### src/rtl/store_unit.sv
// store_unit: turns a pipeline store request (byte address, right-justified data,
// width code) into word-aligned data-memory writes with per-byte enables.
// Optional feature macro: STORE_MISALIGN_SPLIT_EN
//   defined   - stores crossing a word boundary are issued as two writes (ACC0 then ACC1)
//   undefined - such stores are rejected with st_done + st_err and no memory write
module store_unit #(
    parameter int unsigned ADDR_W = 32,
    parameter int unsigned DATA_W = 32
) (
    input  logic              clk,
    input  logic              rst,
    input  logic              st_valid,
    output logic              st_ready,
    input  logic [ADDR_W-1:0] st_addr,
    input  logic [DATA_W-1:0] st_data,
    input  logic [2:0]        info_store,
    output logic              mem_req,
    output logic [ADDR_W-1:0] mem_addr,
    output logic [DATA_W-1:0] mem_wdata,
    output logic [3:0]        mem_be,
    input  logic              mem_ack,
    output logic              st_done,
    output logic              st_err
);

    typedef enum logic [1:0] {
        StIdle = 2'd0,
        StAcc0 = 2'd1,
        StAcc1 = 2'd2
    } state_e;

    localparam logic [2:0] InfoSb = 3'b000;
    localparam logic [2:0] InfoSh = 3'b001;
    localparam logic [2:0] InfoSw = 3'b010;

    state_e              state_q, state_d;
    logic                mem_req_q, mem_req_d;
    logic [ADDR_W-1:0]   mem_addr_q, mem_addr_d;
    logic [DATA_W-1:0]   mem_wdata_q, mem_wdata_d;
    logic [3:0]          mem_be_q, mem_be_d;
    logic                st_done_q, st_done_d;
    logic                st_err_q, st_err_d;
    logic                split_q, split_d;

    logic [1:0]          lane_off;
    logic [7:0]          size_mask;
    logic [7:0]          lane_mask;
    logic                code_bad;
    logic                crosses;
    logic                reject;
    logic [DATA_W-1:0]   wdata_lo;

`ifdef STORE_MISALIGN_SPLIT_EN
    // Second-word payload captured at accept so ACC1 does not depend on st_* inputs.
    logic [DATA_W-1:0]   hi_wdata_q, hi_wdata_d;
    logic [3:0]          hi_be_q, hi_be_d;
    logic [2*DATA_W-1:0] wdata_wide;
`endif

    // Lane math for the incoming request: width mask shifted to the byte offset.
    always_comb begin
        lane_off = st_addr[1:0];
        code_bad = 1'b0;
        unique case (info_store)
            InfoSb:  size_mask = 8'b0000_0001;
            InfoSh:  size_mask = 8'b0000_0011;
            InfoSw:  size_mask = 8'b0000_1111;
            default: begin
                size_mask = 8'b0000_0000;
                code_bad  = 1'b1;
            end
        endcase
        lane_mask = size_mask << lane_off;
        crosses   = |lane_mask[7:4];
        wdata_lo  = st_data << {lane_off, 3'b000};
`ifdef STORE_MISALIGN_SPLIT_EN
        wdata_wide = {{DATA_W{1'b0}}, st_data} << {lane_off, 3'b000};
        reject     = code_bad;
`else
        reject     = code_bad | crosses;
`endif
    end

    assign st_ready  = (state_q == StIdle) && !rst;
    assign mem_req   = mem_req_q;
    assign mem_addr  = mem_addr_q;
    assign mem_wdata = mem_wdata_q;
    assign mem_be    = mem_be_q;
    assign st_done   = st_done_q;
    assign st_err    = st_err_q;

    // Next-state and registered-output computation; everything holds unless changed.
    always_comb begin
        state_d     = state_q;
        mem_req_d   = mem_req_q;
        mem_addr_d  = mem_addr_q;
        mem_wdata_d = mem_wdata_q;
        mem_be_d    = mem_be_q;
        split_d     = split_q;
        st_done_d   = 1'b0;
        st_err_d    = 1'b0;
`ifdef STORE_MISALIGN_SPLIT_EN
        hi_wdata_d  = hi_wdata_q;
        hi_be_d     = hi_be_q;
`endif
        case (state_q)
            StIdle: begin
                if (st_valid) begin
                    if (reject) begin
                        st_done_d = 1'b1;
                        st_err_d  = 1'b1;
                    end else begin
                        state_d     = StAcc0;
                        mem_req_d   = 1'b1;
                        mem_addr_d  = {st_addr[ADDR_W-1:2], 2'b00};
                        mem_be_d    = lane_mask[3:0];
                        mem_wdata_d = wdata_lo;
                        split_d     = crosses;
`ifdef STORE_MISALIGN_SPLIT_EN
                        hi_wdata_d  = wdata_wide[2*DATA_W-1:DATA_W];
                        hi_be_d     = lane_mask[7:4];
`endif
                    end
                end
            end
            StAcc0: begin
                if (mem_ack) begin
`ifdef STORE_MISALIGN_SPLIT_EN
                    if (split_q) begin
                        // Address wraps naturally at the top of the address space.
                        state_d     = StAcc1;
                        mem_addr_d  = mem_addr_q + ADDR_W'(4);
                        mem_be_d    = hi_be_q;
                        mem_wdata_d = hi_wdata_q;
                    end else begin
                        state_d   = StIdle;
                        mem_req_d = 1'b0;
                        st_done_d = 1'b1;
                    end
`else
                    state_d   = StIdle;
                    mem_req_d = 1'b0;
                    st_done_d = 1'b1;
`endif
                end
            end
`ifdef STORE_MISALIGN_SPLIT_EN
            StAcc1: begin
                if (mem_ack) begin
                    state_d   = StIdle;
                    mem_req_d = 1'b0;
                    st_done_d = 1'b1;
                end
            end
`endif
            default: begin
                state_d   = StIdle;
                mem_req_d = 1'b0;
            end
        endcase
    end

    // State and output registers; synchronous reset abandons any transaction.
    always_ff @(posedge clk) begin
        if (rst) begin
            state_q     <= StIdle;
            mem_req_q   <= 1'b0;
            mem_addr_q  <= '0;
            mem_wdata_q <= '0;
            mem_be_q    <= 4'b0000;
            st_done_q   <= 1'b0;
            st_err_q    <= 1'b0;
            split_q     <= 1'b0;
`ifdef STORE_MISALIGN_SPLIT_EN
            hi_wdata_q  <= '0;
            hi_be_q     <= 4'b0000;
`endif
        end else begin
            state_q     <= state_d;
            mem_req_q   <= mem_req_d;
            mem_addr_q  <= mem_addr_d;
            mem_wdata_q <= mem_wdata_d;
            mem_be_q    <= mem_be_d;
            st_done_q   <= st_done_d;
            st_err_q    <= st_err_d;
            split_q     <= split_d;
`ifdef STORE_MISALIGN_SPLIT_EN
            hi_wdata_q  <= hi_wdata_d;
            hi_be_q     <= hi_be_d;
`endif
        end
    end

endmodule

### config.mk
export PLATFORM = sky130hd
export DESIGN_NAME = store_unit
export DESIGN_NICKNAME = d
export VERILOG_FILES = /design/src/rtl/store_unit.sv
export SDC_FILE = /design/constraint.sdc
export NUM_CORES = 1
export LEC_CHECK = 0
export CORE_UTILIZATION = 44
export CTS_CLUSTER_DIAMETER = 50
export DETAILED_ROUTE_END_ITERATION = 7
export PLACE_DENSITY = 0.86
export SETUP_SLACK_MARGIN = 0.5
export SLEW_MARGIN = 5
export SYNTH_ARGS = -nofsm -noshare
export SYNTH_HDL_FRONTEND = slang
export SYNTH_SLANG_ARGS = --single-unit
### constraint.sdc
create_clock -name clk -period 2.8 [get_ports clk]
set_input_delay 0.42 -clock clk [delete_from_list [all_inputs] [get_ports clk]]
set_output_delay 0.42 -clock clk [all_outputs]
set_load 0.01 [all_outputs]
# Word level (Yosys, flattened, before mapping)
# Cells that the tools add are included.
# word_totals
in_bits	71
ff_bits	71
output_inout_bits	72
word_cells	41
# op_classes
eq_ne	6
shifts	2
n_mux	14
bitwise	3
reduce_logical	9
# op_table
cell	count
$shl 32x5->32	1
$pmux 4 s3	1
$shl 8x2->8	1
$mux 1	7
$mux 2	3
$ne 2x2->1 const B	3
$reduce_and 3->1	2
$pmux 1 s2	2
$pmux 2 s2	1
$reduce_or 4->1	1
$eq 3x1->1 const B	1
$eq 3x2->1 const B	1
$logic_not 3->1	1
$reduce_or 3->1	1
$eq 2x1->1 const B	1
$logic_not 2->1	1
$not 1->1	2
$reduce_or 2->1	1
$logic_and 1x1->1	1
$logic_not 1->1	1
$or 1x1->1	1

# Logic depth before layout (Yosys ltp)
# Gate-level depths: netlist of the first run.
# logic_depth
word_depth	8
ltp_mapped	7
mapped_depth_nobuf	4

# Worst setup path before layout of the first run
# OpenSTA, ideal clock, no wires.
# synth_path
kind	input port to flip-flop
startpoint	in st_addr[1]
endpoint	reg mem_wdata_q[8] (netlist: mem_wdata[8])
path_stages	6
slack_ns	1.182
arrival_time_ns	1.547
required_time_ns	2.730
path_cell_list	buf_2 a211oi_4 a32oi_2 buf_6 or3_1 a21oi_1
# synth_between
elab_chain_len	5
elab_cells_between_ends	6
classes_between	shift: 2; bitwise: 2; reduce/logical: 2
# synth_lines
item	line	rtl
start, declared	14	input logic [ADDR_W-1:0] st_addr,
$shl 8x2->8	73	lane_mask = size_mask << lane_off;
$reduce_or 4->1	74	crosses = |lane_mask[7:4];
$or 1x1->1	80	reject = code_bad | crosses;
$not 1->1 (no line)	n/a	
$reduce_and 3->1 (no line)	n/a	
end signal, assigned	182	mem_wdata_q <= mem_wdata_d;
end, declared	39	logic [DATA_W-1:0] mem_wdata_q, mem_wdata_d;
# Several ways; a longest one is shown, not always the timed one.
# A chain may end at the register's enable or synchronous reset.

# Final worst setup path of the first run
# layout_path
startpoint	in st_addr[1]
endpoint	reg mem_wdata_q[14] (netlist: mem_wdata[14])
# Same word-level chain as after synthesis.

==> results.md, run 1 <==
- Status: finished, violations left
- Failing checks: DRC
- Initial antenna violation count: 0
- Root Driver: clkbuf_8
- Router iterations before antenna repair: 7
- WL met1: 3420 µm
- Final Util: 0.715
- Yosys reg bits: 69
- Drt first-iter violations: 157
- RD Place Congestion: 0.868
- Final instance area: 4590 µm²
- Final cycle utilization of the critical path: 0.727
- Register area share after synthesis: 0.467
- Critical path startpoint category: input port
- Crit path capture type: register
- Syn Std Cell Area: 2960 µm²
- Crit Path Max Fanout: 48
- Via density: 5.21
- CTS H-tree depth: 3
- Ys async rst share: 0
- Met3 WL: 607 µm
- Clock power frac: 0.368
- Number of flops mapped to enable cells by yosys: 0
- Max-slew headroom: 0.537
- Slew @ Worst Pin: 0.694 ns
- Die span in x: 84.0 µm
- Overall Power: 2.34 mW
- First-pass GRT wire length: 13300 µm
- Via count: 2973
- RSZ-0062 raised after global routing: false
- Final hold vios: 0
- Comb pwr share: 0.182
- Max-cap violations: 0
- Fin cells: 571
- Synth cell count leaders: nand2_1, dfxtp_1, a21oi_1
- IR drop worst, VDD: 0.000271 V
- Layout Area Growth over Synthesis: 55.2%
- Sequential share of power: 0.449
- Max Used Layer: met4
- Synth top area share: 0.467
- CTS Buffer Depth: 2
- Boundary Pins: 143
- Pleak: 1.63 nW
- Final Skew: 0.00284 ns
- # diodes: 0
- # Post-CTS Setup Buffers: 0
- Die Ht: 84.0 µm
- Primary FF master, synth: dfxtp_1
- Count leader, synth: nand2_1
- Post-DRT Antenna Nets: 0
- Largest net degree at the start of global routing: 69
- Core area: 6420 µm²
- Final Slew Violations: 0
- Hold WS: 0.429 ns
- Wirelength per Cell: 14.2 µm
- Cells after DPL: 556
- Min-delay worst type: input port to register
- Share of layout cells above drive strength 1: 0.0688
- # DRC: 20
- Syn_area_per_cell: 8.10 µm²
- Dpl hpwl: 5740 µm
- CP Data Required Time: 3.05 ns
- Crit path DAT: 2.29 ns
- Synth unique cells: 32
- Hold_buf cts: 0
- Area contributors post-synth: dfxtp_1, nand2_1, a21oi_1, mux2i_1, mux2_2
- PostCTS Resize Cnt: 0
- Crit path kind: input port to register
- Nets: 561
- Synth warn: 0
- Initial Util: 0.461
- CTS tree: done
- PnR worst setup slack: 0.763 ns
- Area leader, netlist: dfxtp_1
- FILL cells: 504
- Clk_lat worst skew: 0.33 ns
- Fmax: 491 MHz
- Switching portion of total power: 0.241
- Tot GR Track Use: 0.237
- Total grt overflow: 0
- Sw Pwr: 562 µW
- Reg clk slew, reported paths: 0.07 ns
- Critical-path top delay cell: clkdlybuf4s50_1
- CP peak stage delay: 0.59 ns
- TritonCTS buffer count: 9
- Power Dens Cells: 509 nW/µm²
- Clock sinks: 69
- Worst path cell trace: clkdlybuf4s50_1 -> a211oi_4 -> a32oi_4 -> buf_12 -> or3_1 -> a21oi_1
- Setup TNS: 0 ns
- Final setup fails: 0
- Cell Area, Placed: 4380 µm²
- Vias in the first global route: 2790
- Internal: 1.77 mW
- Die area: 7050 µm²
- Min Clock Period, post-route: 2.04 ns
- Worst slack, placed: 0.443 ns
- PortBufs: 140
- Cell Rows: 29
- DR WL met2: 3980 µm
- Final wirelength: 8130 µm
- Mapped Cells: 365
-- registers in the layout (all words and copies together), names as in the netlist --
signal / count
st_done: 1
mem_wdata: 32
mem_req: 1
mem_be: 4
mem_addr: 30
st_err: 1
-- cell type report --
type                       instances  area [µm²]  area share
inverter                           1        3.75    0.000818
sequential                        69        1380       0.301
clock buffer                      10         138      0.0300
clock inverter                     5        75.1      0.0164
multi-input combinational        263        1420       0.309
timing repair buffer             146        1480       0.322
tap                               77        96.3      0.0210
-- kinds of logic (layout without fill, tap and decap cells) --
| group | Yosys count | count (layout) | synth area share |
|---|---|---|---|
| and+or+nand+nor | 151 | 151 | 0.215 |
| DFF | 69 | 69 | 0.467 |
| muxes | 24 | 24 | 0.0846 |
| buffers and inverters | 34 | 162 | 0.0596 |
| AOI/OAI and AO/OA | 86 | 86 | 0.172 |
| other | 1 | 2 | 0.00127 |
-- layer usage --
layer / up-vias / global-route usage
met3: 10 / 0.0574
li1: 1490 / -
met2: 125 / 0.389
met5: - / 0
met4: 0 / 0.103
met1: 1348 / 0.296
-- power groups by stage --
stage	combinational, mW	sequential, mW	clock (mW)
after global placement	0.417	1.07	0
final	0.426	1.05	0.861
after global routing	0.461	1.05	0.932
after floorplan	0.171	1.09	0
after CTS	0.427	1.05	0.879
after detailed placement	0.425	1.07	0
-- worst max-delay path: cells and delay by family --
| family | cells | cell delay [ns] |
|---|---|---|
| AO/OA/AOI/OAI | 3 | 0.69 |
| buffers and inverters | 2 | 0.79 |
| AND/OR/NAND/NOR | 1 | 0.37 |
-- layout by cell type (no fill, tap or decap), types with 2 or more instances in the layout --
cell / count
nor3_1: 8
clkdlybuf4s50_1: 139
nand3_1: 9
buf_12: 3
mux2i_1: 16
nor2_1: 21
buf_4: 3
mux2_2: 8
bufinv_16: 2
clkbuf_8: 10
a211oi_1: 7
conb_1: 2
clkinv_2: 3
o211ai_1: 9
dfxtp_1: 69
or3_1: 10
a21oi_1: 61
nand2_1: 97
-- final timing paths --
kind,start,end,slack [ns],cells past startpoint
setup / recovery,st_addr[1],mem_wdata[14],0.76,6
hold / removal,rst,st_err,0.43,3
setup reg to reg,mem_req,mem_wdata[14],1.08,5
hold reg to reg,mem_wdata[3],mem_wdata[3],0.45,2
Power figures use the tool's default switching activity.
==> run 2: changes to the inputs <==
CORE_UTILIZATION = 41   (was 44)
PLACE_DENSITY = 0.81   (was 0.86)
clock period = 1.9 ns   (was 2.8 ns; I/O delays follow)
==> run 2 against run 1 <==
Final area up 16%. Critical path type is now register to register. The flow now finishes without violations. Critical endpoint unchanged. First-iteration DRC count shrank 2.5%. Critical path depth did not move. Combinational power up 92%. Die area rose by 7.1%.
==> results.md, run 2 (synthesis results as in run 1) <==
- Status: finished clean
- RD Place Congestion: 0.895 (+3.1%)
- Final hold vios: 0 (unchanged)
- Vias in the first global route: 3194 (+14%)
- Multi-input logic area: 1660 µm² (+17%)
- Boundary Pins: 143 (unchanged)
- PortBufs: 140 (unchanged)
- Layout Area Growth over Synthesis: 80.0%
- # DRC: 0 (-100%)
- Die area: 7560 µm² (+7.1%)
- Initial Util: 0.431 (-0.0299)
- Worst slack, placed: -0.255 ns (-0.698 ns)
- Number of flip-flops in the largest register: 32 (unchanged)
- Drt first-iter violations: 153 (-2.5%)
- Slew @ Worst Pin: 0.844 ns (+0.150 ns)
- Final Skew: 0.00526 ns (+0.00242 ns)
- Fin cells: 634 (+11%)
- Final Util: 0.775 (+0.0605)
- Nets: 604 (+7.7%)
- Crit path capture type: register
- Initial antenna violation count: 0 (unchanged)
- First-pass GRT wire length: 14900 µm (+12%)
- Max-cap violations: 0 (unchanged)
- Share of layout cells above drive strength 1: 0.266 (+0.197)
- Largest net degree at the start of global routing: 69 (unchanged)
- CTS tree: done
- Overall Power: 3.59 mW (+54%)
- Cell Rows: 30 (+3.4%)
- Crit path DAT: 1.87 ns (-0.42 ns)
- CP peak stage delay: 0.36 ns (-0.23 ns)
- CP Data Required Time: 2.16 ns (-0.89 ns)
- Die span in x: 86.9 µm (+3.5%)
- # diodes: 0 (unchanged)
- Pleak: 2.29 nW (+40%)
- Crit path kind: register to register
- Final wirelength: 11000 µm (+35%)
- Final setup fails: 0 (unchanged)
- Via density: 5.34 (+2.5%)
- Setup TNS: 0 ns (unchanged)
- Clock sinks: 69 (unchanged)
- Final instance area: 5320 µm² (+16%)
- TritonCTS buffer count: 9 (unchanged)
- Min Clock Period, post-route: 1.62 ns
- Clk_lat worst skew: 0.33 ns (about the same)
- CTS H-tree depth: 3 (unchanged)
- CTS Buffer Depth: 2 (unchanged)
- Hold WS: 0.276 ns (-0.153 ns)
- Max-slew headroom: 0.437 (-0.100)
- Cells after DPL: 599 (+7.7%)
- RSZ-0062 raised after global routing: true
- Min-delay worst type: input port to register
- Reg clk slew, reported paths: 0.07 ns (about the same)
- Die Ht: 86.9 µm (+3.5%)
- Post-DRT Antenna Nets: 0 (unchanged)
- Crit Path Max Fanout: 5 (-90%)
- Worst path cell trace: nor4b_2 -> buf_4 -> a32oi_4 -> clkbuf_16 -> or3_4 -> a21oi_2
- PnR worst setup slack: 0.282 ns (-0.481 ns)
- Critical-path top delay cell: dfxtp_4
- Most common cell after layout, fill and taps aside: nand2_1
- Final cycle utilization of the critical path: 0.851
- Via count: 3383 (+14%)
- Power Dens Cells: 675 nW/µm² (+33%)
- FILL cells: 484 (-4.0%)
- Storage element area: 1390 µm² (+0.27%)
- Tot GR Track Use: 0.258 (+0.0209)
- Most frequent cells in the layout: nand2_1, dlygate4sd2_1, dfxtp_1
- Critical path startpoint category: register
- Wirelength per Cell: 17.3 µm (+22%)
- Hold_buf cts: 0 (unchanged)
- IR drop worst, VDD: 0.000319 V (+18%)
- Router iterations before antenna repair: 4 (-3)
- Dpl hpwl: 6500 µm (+13%)
- Total grt overflow: 0 (unchanged)
- Cell Area, Placed: 4610 µm² (+5.2%)
- Final Slew Violations: 0 (unchanged)
- Core area: 6870 µm² (+7.0%)
- Root Driver: clkbuf_8
- Fmax: 618 MHz
-- run 2: cell count changes in the layout (fill, tap and decap cells not counted), sizes merged --
cell           before  now
bufbuf              0    1
dlygate4sd2         0   72
clkinv              3    2
clkbuf             10   20
clkdlybuf4s15       0    1
bufinv              2    1
buf                 7   45
clkdlybuf4s50     139   63
-- run 2: worst max-delay path, delay by kind of cell (launching register included) --
kind / cells / cell delay (ns)
simple gates: 2 / 0.54
buf+inv: 2 / 0.39
flops: 1 / 0.36
compound gates: 2 / 0.25
-- run 2: path summary, 6_finish.rpt --
path	end	cells past startpoint	slack (ns)	start
setup / recovery	mem_wdata[14]	6	0.28	mem_req
hold / removal	st_err	3	0.28	rst
setup reg to reg	mem_wdata[14]	6	0.28	mem_req
hold reg to reg	mem_be[0]	2	0.45	mem_be[0]
-- run 2: area by class of cell --
type                            instances  share of cell area
Inverter                                1            0.000705
Multi-Input combinational cell        263               0.312
Tap cell                               96              0.0226
Clock inverter                          3             0.00823
Clock buffer                           13              0.0298
Sequential cell                        69               0.260
Timing Repair Buffer                  189               0.366
-- run 2: layer usage --
metal  up-vias  wire, µm  GRT usage
li1       1571         -          -
met1      1618      4210      0.274
met2       164      5660      0.470
met3        30       800     0.0616
met4         0       308      0.138
met5         -         0          0
-- run 2: what timing repair did --
item                                    4_1_cts  5_1_grt
endpoints found under the setup margin      137       69
pin swaps                                    11       44
buffers inserted                              8        2
cloned                                        3        6
gates resized for setup                      89       79
-- run 2: power breakdown --
part	total, mW	switching (mW)	internal [mW]	leakage (nW)
clock network	1.22	0.542	0.680	0.104
logic	0.820	0.379	0.441	1.62
registers	1.55	0.0403	1.51	0.562
